--- config.mk ---
export PLATFORM = sky130hd
export DESIGN_NAME = metric_memory_unit
export DESIGN_NICKNAME = d
export VERILOG_FILES = /design/src/rtl/metric_memory_unit_pkg.sv /design/src/rtl/metric_memory_unit_mm_bank.sv /design/src/rtl/metric_memory_unit.sv
export SDC_FILE = /design/constraint.sdc
export NUM_CORES = 2
export LEC_CHECK = 0
export BUFFER_PORTS_ARGS = -buffer_cell sky130_fd_sc_hd__buf_2
export CORE_ASPECT_RATIO = 0.7
export CORE_MARGIN = 2
export CORE_UTILIZATION = 57
export DETAILED_ROUTE_END_ITERATION = 10
export PLACE_DENSITY = 0.73
export SLEW_MARGIN = 20
export SYNTH_ARGS = -nofsm -noshare
export SYNTH_HDL_FRONTEND = slang
export SYNTH_SLANG_ARGS = --single-unit
--- constraint.sdc ---
create_clock -name Clock -period 5.2 [get_ports Clock]
set_input_delay 0.78 -clock Clock [delete_from_list [all_inputs] [get_ports Clock]]
set_output_delay 0.78 -clock Clock [all_outputs]
set_load 0.02 [all_outputs]
--- src/rtl/metric_memory_unit_pkg.sv ---
// Shared widths, FSM encodings and the seed pattern for the Viterbi path-metric store.
// Pure declarations; no latency or flow control of its own.
package metric_memory_unit_pkg;

    localparam int WD_METR       = 8;
    localparam int N_STATE       = 256;
    localparam logic [WD_METR-1:0] INIT_METRIC = 8'h3F;

    localparam int METR_PER_WORD = 8;
    localparam int WD_WORD       = WD_METR * METR_PER_WORD;
    localparam int WD_HALF       = WD_WORD / 2;
    localparam int N_WORD        = N_STATE / METR_PER_WORD;
    localparam int WD_RADDR      = 5;
    localparam int WD_WADDR      = 6;

    localparam logic [WD_RADDR-1:0] SWEEP_LAST = WD_RADDR'(N_WORD - 1);

    typedef enum logic [1:0] {
        MM_IDLE  = 2'd0,
        MM_SWEEP = 2'd1,
        MM_RUN   = 2'd2
    } mm_state_e;

    typedef struct packed {
        logic                lo_vld;
        logic                hi_vld;
        logic [WD_RADDR-1:0] adr;
        logic [WD_WORD-1:0]  dat;
    } mm_wr_t;

    // Word 0 carries state 0 in lane 0, which is the only state seeded to zero.
    function automatic logic [WD_WORD-1:0] sweep_word(input logic [WD_RADDR-1:0] idx);
        logic [WD_WORD-1:0] w;
        w = {METR_PER_WORD{INIT_METRIC}};
        if (idx == '0) begin
            w[WD_METR-1:0] = '0;
        end
        return w;
    endfunction

endpackage

--- src/rtl/metric_memory_unit_mm_bank.sv ---
// One 32x64 metric bank: half-word write enables, 1-cycle registered read that holds when idle.
// No backpressure; a write and a read may land in the same cycle and the read sees old data.
module mm_bank
    import metric_memory_unit_pkg::*;
(
    input  logic                Clock,
    input  logic                Reset,
    input  mm_wr_t              wr,
    input  logic                rd_vld,
    input  logic [WD_RADDR-1:0] rd_adr,
    output logic [WD_WORD-1:0]  rd_dat
);

    logic [WD_WORD-1:0] mem [N_WORD];

    always_ff @(posedge Clock) begin
        if (wr.lo_vld) begin
            mem[wr.adr][WD_HALF-1:0] <= wr.dat[WD_HALF-1:0];
        end
        if (wr.hi_vld) begin
            mem[wr.adr][WD_WORD-1:WD_HALF] <= wr.dat[WD_WORD-1:WD_HALF];
        end
    end

    always_ff @(posedge Clock or negedge Reset) begin
        if (!Reset) begin
            rd_dat <= '0;
        end else if (rd_vld) begin
            rd_dat <= mem[rd_adr];
        end
    end

endmodule

--- src/rtl/metric_memory_unit.sv ---
// Ping-pong path-metric store with init sweep FSM; reads return one cycle after the strobe.
// No backpressure: Busy/Ready are status only, and accesses during the sweep are dropped or read as zero.
module metric_memory_unit
    import metric_memory_unit_pkg::*;
(
    input  logic                Clock,
    input  logic                Reset,
    input  logic                Init,
    input  logic                MMBlockSelect,
    input  logic                MMReadEnable,
    input  logic [WD_RADDR-1:0] MMReadAddress,
    input  logic                MMWriteEnable,
    input  logic [WD_WADDR-1:0] MMWriteAddress,
    input  logic [WD_HALF-1:0]  MMMetric,
    output logic [WD_WORD-1:0]  MMPathMetric,
    output logic                Ready,
    output logic                Busy
);

    mm_state_e           state;
    logic [WD_RADDR-1:0] sweep_cnt;
    logic                sweep_bank;

    always_ff @(posedge Clock or negedge Reset) begin
        if (!Reset) begin
            state      <= MM_IDLE;
            sweep_cnt  <= '0;
            sweep_bank <= 1'b0;
            Busy       <= 1'b0;
            Ready      <= 1'b0;
        end else if (Init) begin
            state      <= MM_SWEEP;
            sweep_cnt  <= '0;
            sweep_bank <= ~MMBlockSelect;
            Busy       <= 1'b1;
            Ready      <= 1'b0;
        end else begin
            case (state)
                MM_SWEEP: begin
                    if (sweep_cnt == SWEEP_LAST) begin
                        state <= MM_RUN;
                        Busy  <= 1'b0;
                        Ready <= 1'b1;
                    end else begin
                        sweep_cnt <= sweep_cnt + 1'b1;
                    end
                end
                default: begin
                end
            endcase
        end
    end

    // Init takes priority over both the sweep write and any external write in its cycle.
    logic   sweep_act;
    logic   ext_act;
    logic   rd_act;
    mm_wr_t sweep_wr;
    mm_wr_t ext_wr;
    mm_wr_t bank_wr [2];

    assign sweep_act = (state == MM_SWEEP) && !Init;
    assign ext_act   = MMWriteEnable && !Init && (state != MM_SWEEP);
    assign rd_act    = MMReadEnable && (state != MM_SWEEP);

    always_comb begin
        sweep_wr.lo_vld = 1'b1;
        sweep_wr.hi_vld = 1'b1;
        sweep_wr.adr    = sweep_cnt;
        sweep_wr.dat    = sweep_word(sweep_cnt);

        ext_wr.lo_vld   = !MMWriteAddress[0];
        ext_wr.hi_vld   = MMWriteAddress[0];
        ext_wr.adr      = MMWriteAddress[WD_WADDR-1:1];
        ext_wr.dat      = {MMMetric, MMMetric};

        bank_wr[0] = '0;
        bank_wr[1] = '0;
        if (sweep_act) begin
            bank_wr[sweep_bank] = sweep_wr;
        end else if (ext_act) begin
            bank_wr[MMBlockSelect] = ext_wr;
        end
    end

    logic [WD_WORD-1:0] bank_rd [2];

    mm_bank u_bank0 (
        .Clock  (Clock),
        .Reset  (Reset),
        .wr     (bank_wr[0]),
        .rd_vld (rd_act && MMBlockSelect),
        .rd_adr (MMReadAddress),
        .rd_dat (bank_rd[0])
    );

    mm_bank u_bank1 (
        .Clock  (Clock),
        .Reset  (Reset),
        .wr     (bank_wr[1]),
        .rd_vld (rd_act && !MMBlockSelect),
        .rd_adr (MMReadAddress),
        .rd_dat (bank_rd[1])
    );

    // Output stage: which bank answered the last strobe, and whether it arrived mid-sweep.
    logic rd_sel_q;
    logic rd_zero_q;

    always_ff @(posedge Clock or negedge Reset) begin
        if (!Reset) begin
            rd_sel_q  <= 1'b0;
            rd_zero_q <= 1'b1;
        end else if (MMReadEnable) begin
            rd_sel_q  <= ~MMBlockSelect;
            rd_zero_q <= (state == MM_SWEEP);
        end
    end

    assign MMPathMetric = rd_zero_q ? '0 : bank_rd[rd_sel_q];

endmodule
# Word level (Yosys, flattened, before mapping)
# Memories as Yosys holds them, arrays and structs flattened. A register that Yosys moved wholly into a read port is not among the register bits.
# Index checks and enable logic that the tools add are counted.
[op_classes]
addsub = 1
mul = 0
div_mod_pow = 0
order_cmp = 5
eq_ne = 4
n_shift = 0
muxes = 31
n_bitwise = 6
n_reduce_logical = 18
[op_table]
columns = ["cell", "count"]
rows = [
  ["$and 142x142->142", 2],
  ["$mux 142", 2],
  ["$mux 64", 4],
  ["$demux 71 s1", 2],
  ["$mux 71", 2],
  ["$mux 5", 3],
  ["$mux 1", 14],
  ["$logic_and 1x1->1", 8],
  ["$ge 2x2->1 const B", 3],
  ["$mux 2", 3],
  ["$mux 6", 1],
  ["$not 1->2", 3],
  ["$add 5x1->5 const B", 1],
  ["$eq 5x5->1 const B", 1],
  ["$logic_not 1->1", 5],
  ["$logic_not 5->1", 1],
  ["$lt 2x1->1 const B", 2],
  ["$reduce_and 2->1", 2],
  ["$reduce_bool 2->1", 2],
  ["$eq 2x1->1 const B", 1],
  ["$ne 2x1->1 const B", 1],
  ["$ne 2x2->1 const B", 1],
  ["$not 1->1", 1],
]
[totals]
reg_bits = 12
latchBits = 0
ram_bits = 4096
rom_bits = 0
input_bits = 49
output_inout_bits = 66
wordCells = 74
n_memories = 2
[mem_list]
columns = ["name", "depth", "word_bits", "read_ports", "rd_ports_with_merged_regs", "write_ports", "line_no", "source"]
rows = [
  ["u_bank0.mem", 32, 64, 1, 1, 1, "metric_memory_unit_mm_bank.sv:14", "logic [WD_WORD-1:0] mem [N_WORD];"],
  ["u_bank1.mem", 32, 64, 1, 1, 1, "metric_memory_unit_mm_bank.sv:14", ""],
]

# Longest topological paths before layout
[logic_depth]
depth_word = 10
mapped_depth = 9
mapped_depth_nobuf = 7

# Hierarchy
# Synthesis repeated with hierarchy kept, for this count alone.
[unflattened]
hier_cells = 7179
hier_area_um2 = 162109.2
[modules_own_cells]
columns = ["mod", "n_inst", "cells_per_inst", "area_per_inst_um2", "seq_area_each_um2"]
rows = [
  ["mm_bank", 2, 3440, 79896.6, 63100.5],
  ["metric_memory_unit", 1, 299, 2316.0, 251.5],
]

# Least setup slack after synthesis
# Ideal clock, no wire load.
[synth_path]
path_kind = "input port to flip-flop"
start = "in Init"
end = "mem u_bank0.mem[12][0] (netlist bit) (enable)"
setup_ns = 0.421
arrival_time_ns = 3.303
t_required_ns = 4.779
path_slack_ns = 1.475
cell_stages = 7
path_buffers = 2
path_cell_list = "clkbuf_1 -> buf_2 -> nor2_1 -> nand2_1 -> o32ai_1 -> nand3_1 -> nor2_1"
[synth_between]
elab_chain_len = 7
word_cells_on_any_way = 8
cone_classes = "4 x mux; 4 x reduce/logical"
[synth_rtl]
columns = ["element", "line_no", "source"]
rows = [
  ["from (decl)", "metric_memory_unit.sv:8", "input logic Init,"],
  ["$logic_not 1->1 (*)", "metric_memory_unit.sv:62, metric_memory_unit.sv:63", ""],
  ["$logic_and 1x1->1 (2 in series)", "metric_memory_unit.sv:63", "assign ext_act = MMWriteEnable && !Init && (state != MM_SWEEP);"],
  ["$mux 142", "metric_memory_unit.sv:81", "end else if (ext_act) begin"],
  ["$mux 142 (*)", "metric_memory_unit.sv:79", "if (sweep_act) begin"],
  ["$mux 1", "metric_memory_unit_mm_bank.sv:17", "if (wr.lo_vld) begin"],
  ["$mux 1 (implied by the code)", "metric_memory_unit_mm_bank.sv:18", "mem[wr.adr][WD_HALF-1:0] <= wr.dat[WD_HALF-1:0];"],
  ["to (decl)", "metric_memory_unit_mm_bank.sv:14", ""],
]
# Mark *: on every way between the ends. The rest lies on a longest branch, timed or not.

# Worst setup path after layout
[layout_path]
start = "reg rd_sel_q"
end = "out MMPathMetric[3]"
[layout_between]
elab_chain_len = 5
[layout_rtl]
columns = ["element", "line_no", "source"]
rows = [
  ["from (decl)", "metric_memory_unit.sv:107", "logic rd_sel_q;"],
  ["from (signal assigned)", "metric_memory_unit.sv:115", "rd_sel_q <= ~MMBlockSelect;"],
  ["$not 1->2 (implied by the code)", "metric_memory_unit.sv:120", "assign MMPathMetric = rd_zero_q ? '0 : bank_rd[rd_sel_q];"],
  ["$mux 64 (implied by the code) (3 in series)", "metric_memory_unit.sv:120", ""],
  ["$mux 64", "metric_memory_unit.sv:120", ""],
  ["to (decl)", "metric_memory_unit.sv:15", "output logic [WD_WORD-1:0] MMPathMetric,"],
]
# Every way passes these cells. The select of a mux whose other input is x is not followed.

==> results.sh <==
export IMPL_status="finished clean"
export IMPL_die_width_um=644
export IMPL_holdCritStartpoint="Init"
export IMPL_final_max_slew_violation_count=0
export IMPL_die_area_mm2=0.291
export IMPL_finalNetCount=8003
export IMPL_post_synth_xor_area_fraction=0.000161
export IMPL_wl_per_cell_um=37.3
export IMPL_endpoint_kind="output pin"
export IMPL_layout_commonest_cell="edfxtp_1"
export IMPL_data_required_time_of_the_worst_path_ns=4.42
export IMPL_synth_compound_area_frac=0.0314
export IMPL_most_common_layout_cells="edfxtp_1, mux4_2, mux2i_1"
export IMPL_cts_setup_buffers=0
export IMPL_yosys_area_share_adder=0.000230
export IMPL_gp_congestion=1.00
export IMPL_floorplan_initialDensity=0.573
export IMPL_syn_area_mm2=0.164
export IMPL_drc_errors=0
export IMPL_placeableCoreArea_mm2=0.285
export IMPL_synth_distinct_cells=44
export IMPL_initial_drt_markers=13700
export IMPL_cts_resized=0
export IMPL_cp_max_fo=26
export IMPL_finalHoldViolCount=0
export IMPL_detailed_routed_wire_length_on_met3_mm=69.9
export IMPL_cpPeakStageDelay_ns=0.82
export IMPL_critical_path_top_delay_family="buffers and inverters"
export IMPL_r2r_end="u_bank0.mem[10][54]"
export IMPL_worst_ir_drop_on_vdd_mv=0.305
export IMPL_critical_path_reg2reg_startpoint="Ready"
export IMPL_grt_pass1_wl_mm=629
export IMPL_detailed_place_hpwl_mm=270
export IMPL_postSynthRegisterBits=4234
export IMPL_timing_hold_worst_class="input pin to flop"
export IMPL_cts_tree="yes"
export IMPL_antenna_violations_before_repair=27
export IMPL_proportion_of_synthesized_chip_area_in_sequential_cells=0.773
export IMPL_hold_path_sink="Ready"
export IMPL_drt_pre_antenna_iters=8
export IMPL_filler_instances=18000
export IMPL_clkSinkCount=4234
export IMPL_clock_latency_of_the_later_clocked_register_in_the_worst_skew_pair_ns=0.93
export IMPL_highest_layer="met5"
export IMPL_worst_reg2reg_setup_slack_ns=1.20
export IMPL_route_antenna_remaining_nets=0
export IMPL_count_of_warnings_emitted_by_yosys=0
export IMPL_routed_wirelength_mm=452
export IMPL_cts_root_buffer="clkbuf_16"
export IMPL_cts_max_path_buffers=4
export IMPL_arrival_ns=3.43
export IMPL_synthesis_nets=7556
export IMPL_crit_type="flop to output pin"
export IMPL_synthCells=7504
export IMPL_first_global_vias=80400
export IMPL_max_slew_margin_rel=0.203
export IMPL_worstPathCellList="buf_4 -> mux2i_1 -> nor2_1 -> buf_2"
export IMPL_max_slew_worst_pin_slew_ns=1.20
export IMPL_design_power_total_mw=69.3
export IMPL_clock_tree_htree_level_count=5
export IMPL_power_per_cell_area_mw_per_mm2=377
export IMPL_power_leakage_nw=58.5
export IMPL_post_synth_cell_area_avg_um2=21.8
export IMPL_min_period_over_period=0.810
export IMPL_setup_violations=0
export IMPL_crit_slowest_cell="dfrtp_4"
export IMPL_rsz_0062_raised_after_global_routing="false"
export IMPL_route_layer_met1_wl_mm=169
export IMPL_synth_simple_area_share=0.0132
export IMPL_critical_path_startpoint_type="flop"
export IMPL_route_vias_total=84200
export IMPL_area_of_the_multi_input_gates_mm2=0.0359
export IMPL_floorplan_io_pins=115
export IMPL_fp_dieH_um=452
export IMPL_synth_top_family_by_area="multiplexers"
export IMPL_cp_num_buf_inv=2
export IMPL_timing_fmax_ghz=0.237
export IMPL_gr_usage_all_layers=0.309
export IMPL_globalRoute_totalOverflow=0
export IMPL_worst_hold_path_num_cells=2
export IMPL_area_delta_synth_final_pct=12.4
export IMPL_reg2reg_depth=6
export IMPL_timing_clock_skew_ns=0.0530
export IMPL_clkTransAtPathRegs_ns=0.07
export IMPL_route_detailed_vias_per_inst=6.96
export IMPL_finalSetupTns_ns=0
export IMPL_tritoncts_num_buffers=378
export IMPL_met2RoutedLength_mm=192
export IMPL_share_of_layout_cells_above_drive_strength_1=0.263
export IMPL_max_cap_violations=0
export IMPL_grt_max_degree=105
export IMPL_final_period_minus_worst_setup_slack_ns=4.21
export IMPL_buffer_ports_inserted=114
export IMPL_final_seq_area_mm2=0.126
export IMPL_number_of_placement_rows=164
export IMPL_synth_area_mux_share=0.167
-- worst max path at each step --
stage / slack [ns] / end / startpoint / depth (start not counted)
floorplan: 1.48 / u_bank0.mem[12][0] / Init / 7
global route: 1.04 / u_bank0.mem[10][5] / Ready / 7
detailed placement: 0.95 / u_bank0.mem[18][42] / Init / 6
CTS: 1.07 / MMPathMetric[3] / rd_sel_q / 4
global placement: 0.95 / u_bank0.mem[18][42] / Init / 6
finish: 0.99 / MMPathMetric[3] / rd_sel_q / 4
-- cell usage after synthesis (all sizes together) --
master  instances  area share
xor2            2     0.00011
nand2         111      0.0025
and2           17     0.00065
nand3b          4     0.00018
a21o           14     0.00064
o22ai         128      0.0049
dfstp           1     0.00016
dfrtp         137       0.021
clkbuf        174      0.0040
and4bb          1    0.000076
edfxtp       4096        0.75
mux2i         704       0.043
o21bai        128      0.0059
o32ai           4     0.00021
mux4          896        0.12
a32o            2     0.00012
o32a            3     0.00018
nor2b           2    0.000076
nand4          12     0.00046
nor3            8     0.00024
o221ai        128      0.0069
a22oi           2    0.000092
a32oi           2     0.00011
nor4b           2     0.00015
buf           269       0.011
inv             5     0.00011
a21oi         132      0.0040
nand3          21     0.00064
xnor2           1    0.000054
ha              3     0.00023
nand2b          6     0.00023
or2             2    0.000076
o21ai          15     0.00046
a221o         128      0.0078
nor2          338      0.0078
o31ai           2    0.000092
mux2            1    0.000069
and3            3     0.00011
-- through the flow --
| stage | setup slack (ns) | area [µm²] | util | hold WS, ns | std cells |
|---|---|---|---|---|---|
| finish | 0.989 | 184000 | 0.644 | 0.230 | 12100 |
| global placement | 0.949 | 171000 | 0.599 | 0.494 | 11400 |
| floorplan | 1.48 | 164000 | - | 0.479 | 7504 |
| global route | 1.04 | 184000 | 0.644 | 0.248 | 12100 |
| detailed placement | 0.954 | 171000 | 0.601 | 0.498 | 11400 |
| CTS | 1.07 | 184000 | 0.643 | 0.191 | 12100 |
-- flip-flops by register name, indices dropped and copies added (netlist names) --
name            count
sweep_bank          1
state               1
rd_sel_q            1
sweep_cnt           5
u_bank0.rd_dat     64
rd_zero_q           1
u_bank1.rd_dat     64
u_bank0.mem      2048
u_bank1.mem      2048
Ready               1
-- worst register-to-register path, stage by stage, from the launching register on --
cell and delay [ns]:
dfrtp_1 0.46, nand2b_1 0.33, buf_4 0.29, o32ai_1 0.52
nand3_1 0.75, nor2_4 0.92, buf_4 0.39
-- timing repair --
action / CTS / global route
hold endpoints to repair: 34 / 0
hold buffers: 1 / 0
setup endpoints to repair: 0 / 0
-- where the power goes --
group / switching (mW) / internal, mW / total (mW)
sequential: 0.305 / 37.7 / 38.0
combinational: 2.31 / 1.18 / 3.49
clock: 12.4 / 15.5 / 27.9
-- kinds of logic (layout without fill, tap and decap cells) --
kind of cell | count (synthesis) | in the layout
compound gates | 688 | 688
xor+xnor | 3 | 3
fa+ha+maj | 3 | 3
buf+inv | 448 | 1206
flops | 4234 | 4234
mux | 1601 | 1601
other cells | 0 | 13
simple gates | 527 | 527
-- layout make-up --
class,instances,share of cell area
multi-input cells,2822,0.195
diodes,13,0.000177
clock inverters,227,0.0115
well taps,3818,0.0260
repair buffers,510,0.0246
clock buffers,464,0.0547
inverters,5,0.000102
flip-flops and latches,4234,0.688
-- routing by layer --
layer  vias up  GRT usage
li1      32500          -
met3       829      0.108
met1     44300      0.459
met5         -          0
met4         6      0.121
met2      6568      0.426
(Power assumes the default switching activity.)
